===== src/rtl/rtc_pkg.sv =====
// Shared definitions for the RTC character streamer: FSM states, frame
// geometry, ASCII constants and the frame-position multiplexer.
package rtc_pkg;

  typedef enum logic [1:0] {
    IDLE = 2'd0,
    SEND = 2'd1,
    DONE = 2'd2
  } state_t;

  localparam int         FRAME_LEN = 26;
  localparam logic [4:0] LAST_IDX  = 5'(FRAME_LEN - 1);

  localparam logic [7:0] ASCII_ZERO  = 8'h30;
  localparam logic [7:0] ASCII_SLASH = 8'h2F;
  localparam logic [7:0] ASCII_COLON = 8'h3A;
  localparam logic [7:0] ASCII_SPACE = 8'h20;
  localparam logic [7:0] ASCII_QMARK = 8'h3F;

  // First (tens) digit position of each field, plus separator positions.
  localparam logic [4:0] POS_DIA   = 5'd0;
  localparam logic [4:0] POS_MES   = 5'd3;
  localparam logic [4:0] POS_YEAR  = 5'd6;
  localparam logic [4:0] POS_HORA  = 5'd9;
  localparam logic [4:0] POS_MIN   = 5'd12;
  localparam logic [4:0] POS_SEG   = 5'd15;
  localparam logic [4:0] POS_HCR   = 5'd18;
  localparam logic [4:0] POS_MCR   = 5'd21;
  localparam logic [4:0] POS_SCR   = 5'd24;
  localparam logic [4:0] POS_SL1   = 5'd2;
  localparam logic [4:0] POS_SL2   = 5'd5;
  localparam logic [4:0] POS_SP1   = 5'd8;
  localparam logic [4:0] POS_CO1   = 5'd11;
  localparam logic [4:0] POS_CO2   = 5'd14;
  localparam logic [4:0] POS_SP2   = 5'd17;
  localparam logic [4:0] POS_CO3   = 5'd20;
  localparam logic [4:0] POS_CO4   = 5'd23;

  // Field order matches the frame order, date first.
  typedef struct packed {
    logic [7:0] dia;
    logic [7:0] mes;
    logic [7:0] year;
    logic [7:0] hora;
    logic [7:0] min;
    logic [7:0] seg;
    logic [7:0] hcr;
    logic [7:0] mcr;
    logic [7:0] scr;
  } snap_t;

  typedef struct packed {
    logic       is_digit;
    logic [3:0] nibble;
    logic [7:0] sep;
  } pos_sel_t;

  // Pick either a BCD nibble or a separator for a frame position.
  function automatic pos_sel_t select_pos(input snap_t s, input logic [4:0] idx);
    pos_sel_t r;
    r.is_digit = 1'b1;
    r.nibble   = 4'h0;
    r.sep      = ASCII_SPACE;
    case (idx)
      POS_DIA:         r.nibble = s.dia[7:4];
      POS_DIA  + 5'd1: r.nibble = s.dia[3:0];
      POS_MES:         r.nibble = s.mes[7:4];
      POS_MES  + 5'd1: r.nibble = s.mes[3:0];
      POS_YEAR:        r.nibble = s.year[7:4];
      POS_YEAR + 5'd1: r.nibble = s.year[3:0];
      POS_HORA:        r.nibble = s.hora[7:4];
      POS_HORA + 5'd1: r.nibble = s.hora[3:0];
      POS_MIN:         r.nibble = s.min[7:4];
      POS_MIN  + 5'd1: r.nibble = s.min[3:0];
      POS_SEG:         r.nibble = s.seg[7:4];
      POS_SEG  + 5'd1: r.nibble = s.seg[3:0];
      POS_HCR:         r.nibble = s.hcr[7:4];
      POS_HCR  + 5'd1: r.nibble = s.hcr[3:0];
      POS_MCR:         r.nibble = s.mcr[7:4];
      POS_MCR  + 5'd1: r.nibble = s.mcr[3:0];
      POS_SCR:         r.nibble = s.scr[7:4];
      POS_SCR  + 5'd1: r.nibble = s.scr[3:0];
      POS_SL1, POS_SL2: begin
        r.is_digit = 1'b0;
        r.sep      = ASCII_SLASH;
      end
      POS_CO1, POS_CO2, POS_CO3, POS_CO4: begin
        r.is_digit = 1'b0;
        r.sep      = ASCII_COLON;
      end
      default: r.is_digit = 1'b0;
    endcase
    return r;
  endfunction

endpackage


===== src/rtl/bcd_nibble_ascii.sv =====
// Combinational BCD nibble to ASCII digit converter.
// With RTC_BCD_CHECK_EN defined, nibbles above 9 become '?' and raise err;
// otherwise the raw 0x30+nibble code is produced and err stays 0.
module bcd_nibble_ascii
  import rtc_pkg::*;
(
  input  logic [3:0] nibble,
  output logic [7:0] ascii,
  output logic       err
);

  // Digit encoding with optional range check.
  always_comb begin
    ascii = ASCII_ZERO + {4'h0, nibble};
    err   = 1'b0;
`ifdef RTC_BCD_CHECK_EN
    if (nibble > 4'd9) begin
      ascii = ASCII_QMARK;
      err   = 1'b1;
    end
`endif
  end

endmodule


===== src/rtl/rtc_char_stream.sv =====
// Snapshots nine BCD RTC bytes on load and streams the fixed 26-character
// frame "DD/MM/YY HH:MM:SS HH:MM:SS" over a valid/ready handshake.
// Optional nibble range checking is selected with RTC_BCD_CHECK_EN
// (implemented in bcd_nibble_ascii); without it bcd_err never rises.
module rtc_char_stream
  import rtc_pkg::*;
(
  input  logic       clock,
  input  logic       reset,
  input  logic       load,
  input  logic [7:0] year,
  input  logic [7:0] mes,
  input  logic [7:0] dia,
  input  logic [7:0] hora,
  input  logic [7:0] min,
  input  logic [7:0] seg,
  input  logic [7:0] horacrono,
  input  logic [7:0] mincrono,
  input  logic [7:0] segcrono,
  input  logic       char_ready,
  output logic       char_valid,
  output logic [7:0] char_out,
  output logic [4:0] char_addr,
  output logic       busy,
  output logic       done,
  output logic       bcd_err
);

  state_t     state, state_n;
  snap_t      snap, snap_n, live;
  logic [4:0] idx, idx_n;
  logic       valid_n, done_n, err_n;
  logic [7:0] char_n;
  pos_sel_t   sel;
  logic [7:0] digit_ascii;
  logic       digit_err;

  assign live = {dia, mes, year, hora, min, seg, horacrono, mincrono, segcrono};
  assign char_addr = idx;

  // Next-state, snapshot capture and position counter.
  always_comb begin
    state_n = state;
    idx_n   = idx;
    snap_n  = snap;
    valid_n = 1'b0;
    done_n  = 1'b0;
    case (state)
      IDLE: begin
        if (load) begin
          snap_n  = live;
          idx_n   = 5'd0;
          state_n = SEND;
          valid_n = 1'b1;
        end
      end
      SEND: begin
        valid_n = 1'b1;
        if (char_ready) begin
          if (idx == LAST_IDX) begin
            state_n = DONE;
            valid_n = 1'b0;
            done_n  = 1'b1;
          end else begin
            idx_n = idx + 5'd1;
          end
        end
      end
      DONE: begin
        state_n = IDLE;
        idx_n   = 5'd0;
      end
      default: state_n = IDLE;
    endcase
  end

  // Character for the position being presented next cycle; computed from
  // the next snapshot/index so char_out can be a plain register.
  assign sel = select_pos(snap_n, idx_n);

  bcd_nibble_ascii u_conv (
    .nibble (sel.nibble),
    .ascii  (digit_ascii),
    .err    (digit_err)
  );

  // Output character and sticky error; error restarts on each accepted load.
  always_comb begin
    char_n = char_out;
    err_n  = bcd_err;
    if (valid_n) begin
      char_n = sel.is_digit ? digit_ascii : sel.sep;
    end
    if (state == IDLE && load) begin
      err_n = sel.is_digit & digit_err;
    end else if (valid_n) begin
      err_n = bcd_err | (sel.is_digit & digit_err);
    end
  end

  // State, snapshot and registered outputs.
  always_ff @(posedge clock) begin
    if (reset) begin
      state      <= IDLE;
      idx        <= 5'd0;
      snap       <= '0;
      char_valid <= 1'b0;
      char_out   <= 8'h00;
      busy       <= 1'b0;
      done       <= 1'b0;
      bcd_err    <= 1'b0;
    end else begin
      state      <= state_n;
      idx        <= idx_n;
      snap       <= snap_n;
      char_valid <= valid_n;
      char_out   <= char_n;
      busy       <= (state_n != IDLE);
      done       <= done_n;
      bcd_err    <= err_n;
    end
  end

endmodule


===== config.mk =====
export PLATFORM = sky130hd
export DESIGN_NAME = rtc_char_stream
export DESIGN_NICKNAME = d
export VERILOG_FILES = /design/src/rtl/rtc_pkg.sv /design/src/rtl/bcd_nibble_ascii.sv /design/src/rtl/rtc_char_stream.sv
export SDC_FILE = /design/constraint.sdc
export NUM_CORES = 1
export LEC_CHECK = 0
export ABC_AREA = 0
export CELL_PAD_IN_SITES_DETAIL_PLACEMENT = 0
export CELL_PAD_IN_SITES_GLOBAL_PLACEMENT = 2
export CORE_ASPECT_RATIO = 1.25
export CORE_MARGIN = 8
export CORE_UTILIZATION = 31
export CTS_CLUSTER_DIAMETER = 30
export DETAILED_ROUTE_END_ITERATION = 16
export MAX_ROUTING_LAYER = met4
export PLACE_DENSITY = 0.86
export SYNTH_ARGS = -nofsm -noshare
export SYNTH_HDL_FRONTEND = slang
export SYNTH_SLANG_ARGS = --single-unit

===== constraint.sdc =====
create_clock -name clock -period 6.8 [get_ports clock]
set_input_delay 1.7 -clock clock [delete_from_list [all_inputs] [get_ports clock]]
set_output_delay 1.7 -clock clock [all_outputs]
set_load 0.05 [all_outputs]

-- Word-level counts from Yosys, hierarchy flattened
Index checks and enable logic that the tools add are counted.
- bitwise gates (word level): 2
- reductions and logical operators: 7
- eq/ne operators: 26
- $add $sub $neg: 2
- multiplexer cells: 19
- operators by type and width (cell ; number):
    72-bit 2-to-1 mux ; 2
    4-bit one-hot mux with 18 select lines ; 1
    5-bit equality test, second input constant ; 10
    5-bit by 4-bit equality test with 1-bit output, second input constant ; 7
    5-bit by 3-bit equality test with 1-bit output, second input constant ; 4
    18-bit OR reduction ; 1
    5-bit 2-to-1 mux ; 3
    5-bit one-hot mux with 3 select lines ; 1
    5-bit by 2-bit equality test with 1-bit output, second input constant ; 2
    5-bit one-hot mux with 2 select lines ; 1
    8-bit 2-to-1 mux ; 1
    6-bit by 4-bit adder with 7-bit output, first input constant ; 1
    2-bit 2-to-1 mux ; 3
    5-bit by 1-bit adder with 5-bit output, second input constant ; 1
    5-bit by 1-bit equality test with 1-bit output, second input constant ; 1
    5-bit logical NOT ; 1
    1-bit 2-to-1 mux ; 5
    2-bit one-hot mux with 2 select lines ; 1
    4-bit OR reduction ; 1
    3-bit OR reduction ; 1
    2-bit by 1-bit equality test with 1-bit output, second input constant ; 1
    2-bit equality test, second input constant ; 1
    2-bit logical NOT ; 1
    1-bit NOT ; 2
    other kinds (3) ; 3
- flip-flop bits (word level): 90
- output and inout bits: 17
- bits of input ports: 76

-- Depth between registers and ports, before layout
- depth in word-level cells: 8
- depth in mapped cells: 13
- gate-level depth less buffers: 10

-- By module
From an unflattened synthesis, not the netlist that was laid out.
- cell total of the unflattened synthesis: 478
- area total of the unflattened synthesis: 4261.6 um2
- by module, submodules not included (module ; cells an instance ; instances ; area each (um2)):
    rtc_char_stream ; 467 ; 1 ; 4186.5
    bcd_nibble_ascii ; 11 ; 1 ; 75.1

-- Worst setup path before layout
No wires, ideal clock.
- path type: input to register
- from: in char_ready
- to: reg char_out[2]
- path slack: 3.132 ns
- required time: 6.721 ns
- data arrival time: 3.588 ns
- stages on the path: 9
- setup time: 0.079 ns
- cell sequence: buf_2 > and3b_1 > o21a_1 > o21a_1 > or2_2 > or4_1 > nand3_1 > a21oi_1 > a211oi_2
- cells in the longest elaborated chain, start to end: 6
- RTL lines (element ; RTL line ; text):
    start: declaration ; rtc_char_stream.sv:20 ; input logic char_ready,
    5-bit 2-to-1 mux ; rtc_char_stream.sv:59 ; if (char_ready) begin
    5-bit one-hot mux with 3 select lines ; rtc_char_stream.sv:48 ; case (state)
    5-bit equality test, or another cell as far along ; rtc_pkg.sv:64 ; case (idx)
    4-bit one-hot mux with 18 select lines, or another cell as far along ; rtc_pkg.sv:64 ;
    6-bit by 4-bit adder with 7-bit output, or another cell as far along ; bcd_nibble_ascii.sv:14 ; ascii = ASCII_ZERO + {4'h0, nibble};
    8-bit 2-to-1 mux ; rtc_char_stream.sv:92 ; char_n = sel.is_digit ? digit_ascii : sel.sep;
    end signal: assignment ; rtc_char_stream.sv:117 ; char_out <= char_n;
    end: declaration ; rtc_char_stream.sv:22 ; output logic [7:0] char_out,
Parallel ways exist; a longest one is shown, timed or not.
A chain may end at the register's enable or synchronous reset.

-- Final worst setup path
- from: in char_ready
- to: reg char_out[1]
The elaborated chain is that of the path after synthesis.

==> results.cfg <==
[floorplan]
die_height_um = 148.5
fp-row-count = 48
initial_utilization = 0.3164
ioPinCount = 93
core_area_mm2 = 0.01375
die_area_mm2 = 0.01811
fp.dieW_um = 122.0

[timing]
finalSetupViolCount = 0
grt_setup_unrepaired = false
slew_viol_final = 0
max_clock_freq_ghz = 0.2199
min_period_ns = 4.547
timing.final.hold_violations = 0
tns_ns = 0
skew_ns = 0.005297
slew_headroom = 0.3831
fin_crit_sh = 0.6687
hold_slack_ns = 0.4523
worst_pin_slew_ns = 0.9231

[cells_and_area]
diodes = 0
seq_area_mm2 = 0.001762
multi_input_area_mm2 = 0.002323
drive_above_1_share = 0.04918
nNetsFinal = 683
n_fill_cell = 1394
synthToLayoutAreaGrowth_pct = 28.46

[clocking]
cts_made_buffers = 9
cts_hold_buf = 0
root_buffer = clkbuf_16
post_cts.repair.setup_buffers = 0
insertion_delay_ns = 0.35
cts_tree = yes
clk_pin_slew_ns = 0.06
post_cts_resized = 0
clk_path_buf_depth = 2
cts_htree_levels = 3
clkSinkCount = 88

[routing]
via_count = 4059
ant_nets = 0
drt-total-wl_mm = 14.10
drt_first_pass_iters = 5
routedWlPerCell_um = 17.97
drt-initial-drc-count = 262
vias_per_cell = 5.171
drc = 0

[pwr]
p_comb_frac = 0.163
p_int_mw = 1.001
clockPowerShare = 0.418
power-per-cell-area_mw_per_mm2 = 241.7
peakVddDrop_v = 0.0001040
p_sw_uw = 350.5
p_leak_nw = 2.166
pwr-share-seq = 0.419
p_sw_frac = 0.2593

[hold_path]
holdPathStages = 2
holdCritPathClass = reg -> reg
worstHoldStart = snap[71]
hold_end = snap[71]

[worst_setup_path]
start_kind = input port
path_common_cell = nand2_1
r2r_end = char_out[1]
critPathSlowestCell = clkdlybuf4s50_1
path_max_fanout = 21
worstPathRequired_ns = 7.00
critPathArrivalTime_ns = 4.75
max_stage_delay_ns = 0.64
r2r_start = char_addr[0]
critical_path_class = in -> reg
reg2reg_depth = 9
worst_setup_path_end_kind = flop
crit_chain = clkdlybuf4s50_1 -> nand2b_1 -> o211ai_1 -> nand2_1 -> nand2_1 -> o22ai_1 -> a32o_1 -> a2111oi_0 -> a311oi_1
r2r_slack_ns = 3.34

[placed_design]
gp_congestion = 0.8501
portBuffers = 89
hpwl_mm = 10.14

[global_route]
grt_max_degree = 69
grt-ovfl-total = 0
grt.total_usage = 0.1607
grt_pass1_vias = 4118
antenna_found_initial = 0
grt_pass1_wl_mm = 22.21

[yosys]
ys_ff_latch = 88
netlist.area_leader.share = 0.4048
netlist_instances = 548
ys.flop_type = dfxtp_1
synth_edf_count = 0
yosys_warnings = 0
ys_top_cells_by_area = dfxtp_1 (40%), nand2_1 (9.1%), mux2i_1 (8.5%)
ys_async_sr_fraction = 0
synth_top_area_cell = dfxtp_1
syn-cell-area_mm2 = 0.004352
synth_cell_type_count = 63
syn_avg_cell_area_um2 = 7.941
ys_seq_area_frac = 0.4048

[status]
status = complete, no violations

[run]
cap_violations = 0
==> state kept, by name, summed over array words and instances (netlist names) <==
register / cells
done: 1
char_addr: 5
char_valid: 1
busy: 1
char_out: 6
snap: 72
state: 2
==> power groups by stage <==
stage	combinational (mW)	sequential, mW	clock (mW)
finish	0.220	0.567	0.564
global route	0.240	0.570	0.597
floorplan	0.120	0.589	0
detailed placement	0.222	0.578	0
global placement	0.221	0.578	0
CTS	0.223	0.567	0.571
==> how the worst max path moves through the flow <==
stage / slack [ns] / startpoint / end / cells after the start
2_1_floorplan: 3.13 / char_ready / char_out[2] / 9
3_3_place_gp: 2.12 / char_ready / char_out[1] / 9
3_5_place_dp: 2.01 / char_ready / char_out[1] / 9
4_1_cts: 2.34 / char_ready / char_out[1] / 9
5_1_grt: 2.03 / char_ready / char_out[1] / 9
6_report: 2.25 / char_ready / char_out[1] / 9
==> placed cells by master, fill, tap and decap left out, drive strengths merged, types with 4 or more instances in the layout <==
cell,netlist,final
and3,4,4
o211ai,6,6
nand3,11,11
o32ai,7,7
nor3,18,18
dfxtp,88,88
mux2i,37,37
nor2b,4,4
clkbuf,17,10
clkdlybuf4s50,0,88
a21oi,43,43
a211oi,4,4
o22ai,5,5
nand2,105,105
and2,5,5
o21ai,15,15
a31oi,8,8
a311oi,7,7
inv,5,5
o21a,4,4
buf,34,7
nor2,68,68
==> cells by family (layout without fill, tap and decap cells) <==
family,Yosys count,after routing,share of synthesized area
and+or+nand+nor,237,237,0.2430
AOI/OAI and AO/OA,123,123,0.1872
DFF,88,88,0.4048
buffers and inverters,56,116,0.06354
muxes,40,40,0.09287
adders and majority gates,2,2,0.005750
other,1,3,0.0008617
xor gates and xnor gates,1,1,0.002013
==> per-layer routing <==
layer  vias up  wire length (µm)  global-route usage
met5         -                 0                   -
met4         0               435             0.07978
met3        35               517             0.02504
met2       115              6981              0.2610
met1      1873              6168              0.1884
li1       2036                 -                   -
==> cell usage after synthesis (4+ instances only) <==
cell type and instances:
nand2_1 105, dfxtp_1 88, nor2_1 68, a21oi_1 43, mux2i_1 37, buf_2 23, clkbuf_1 17, nor3_1 17
o21ai_0 15, nand3_1 11, a31oi_1 8, a311oi_1 7, o32ai_1 7, buf_4 6, o211ai_1 6, and2_1 5
inv_1 5, o22ai_1 5, nor2b_1 4, o21a_1 4
==> worst max-delay path: cells and delay by family <==
kind | cells | cell delay, ns
buffers and inverters | 1 | 0.64
and+or+nand+nor | 3 | 1.12
AOI/OAI and AO/OA | 5 | 1.27
==> per-stage QoR <==
step / util / area (µm²) / cells / power (mW) / worst slack (ns)
after floorplan: - / 4359 / 550 / 0.7087 / 3.132
after global placement: 0.3820 / 5254 / 769 / 0.7983 / 2.122
after detailed placement: 0.3820 / 5254 / 769 / 0.7998 / 2.010
after CTS: 0.4065 / 5590 / 785 / 1.361 / 2.337
after global routing: 0.4065 / 5590 / 785 / 1.407 / 2.026
final: 0.4065 / 5590 / 785 / 1.351 / 2.253
==> cell type report <==
type	instances	area share
Timing Repair Buffer	95	0.1665
Multi-Input combinational cell	406	0.4156
Clock inverter	6	0.01925
Inverter	5	0.003357
Sequential cell	88	0.3151
Clock buffer	10	0.04096
Tap cell	175	0.03917
Power figures use the tool's default switching activity.
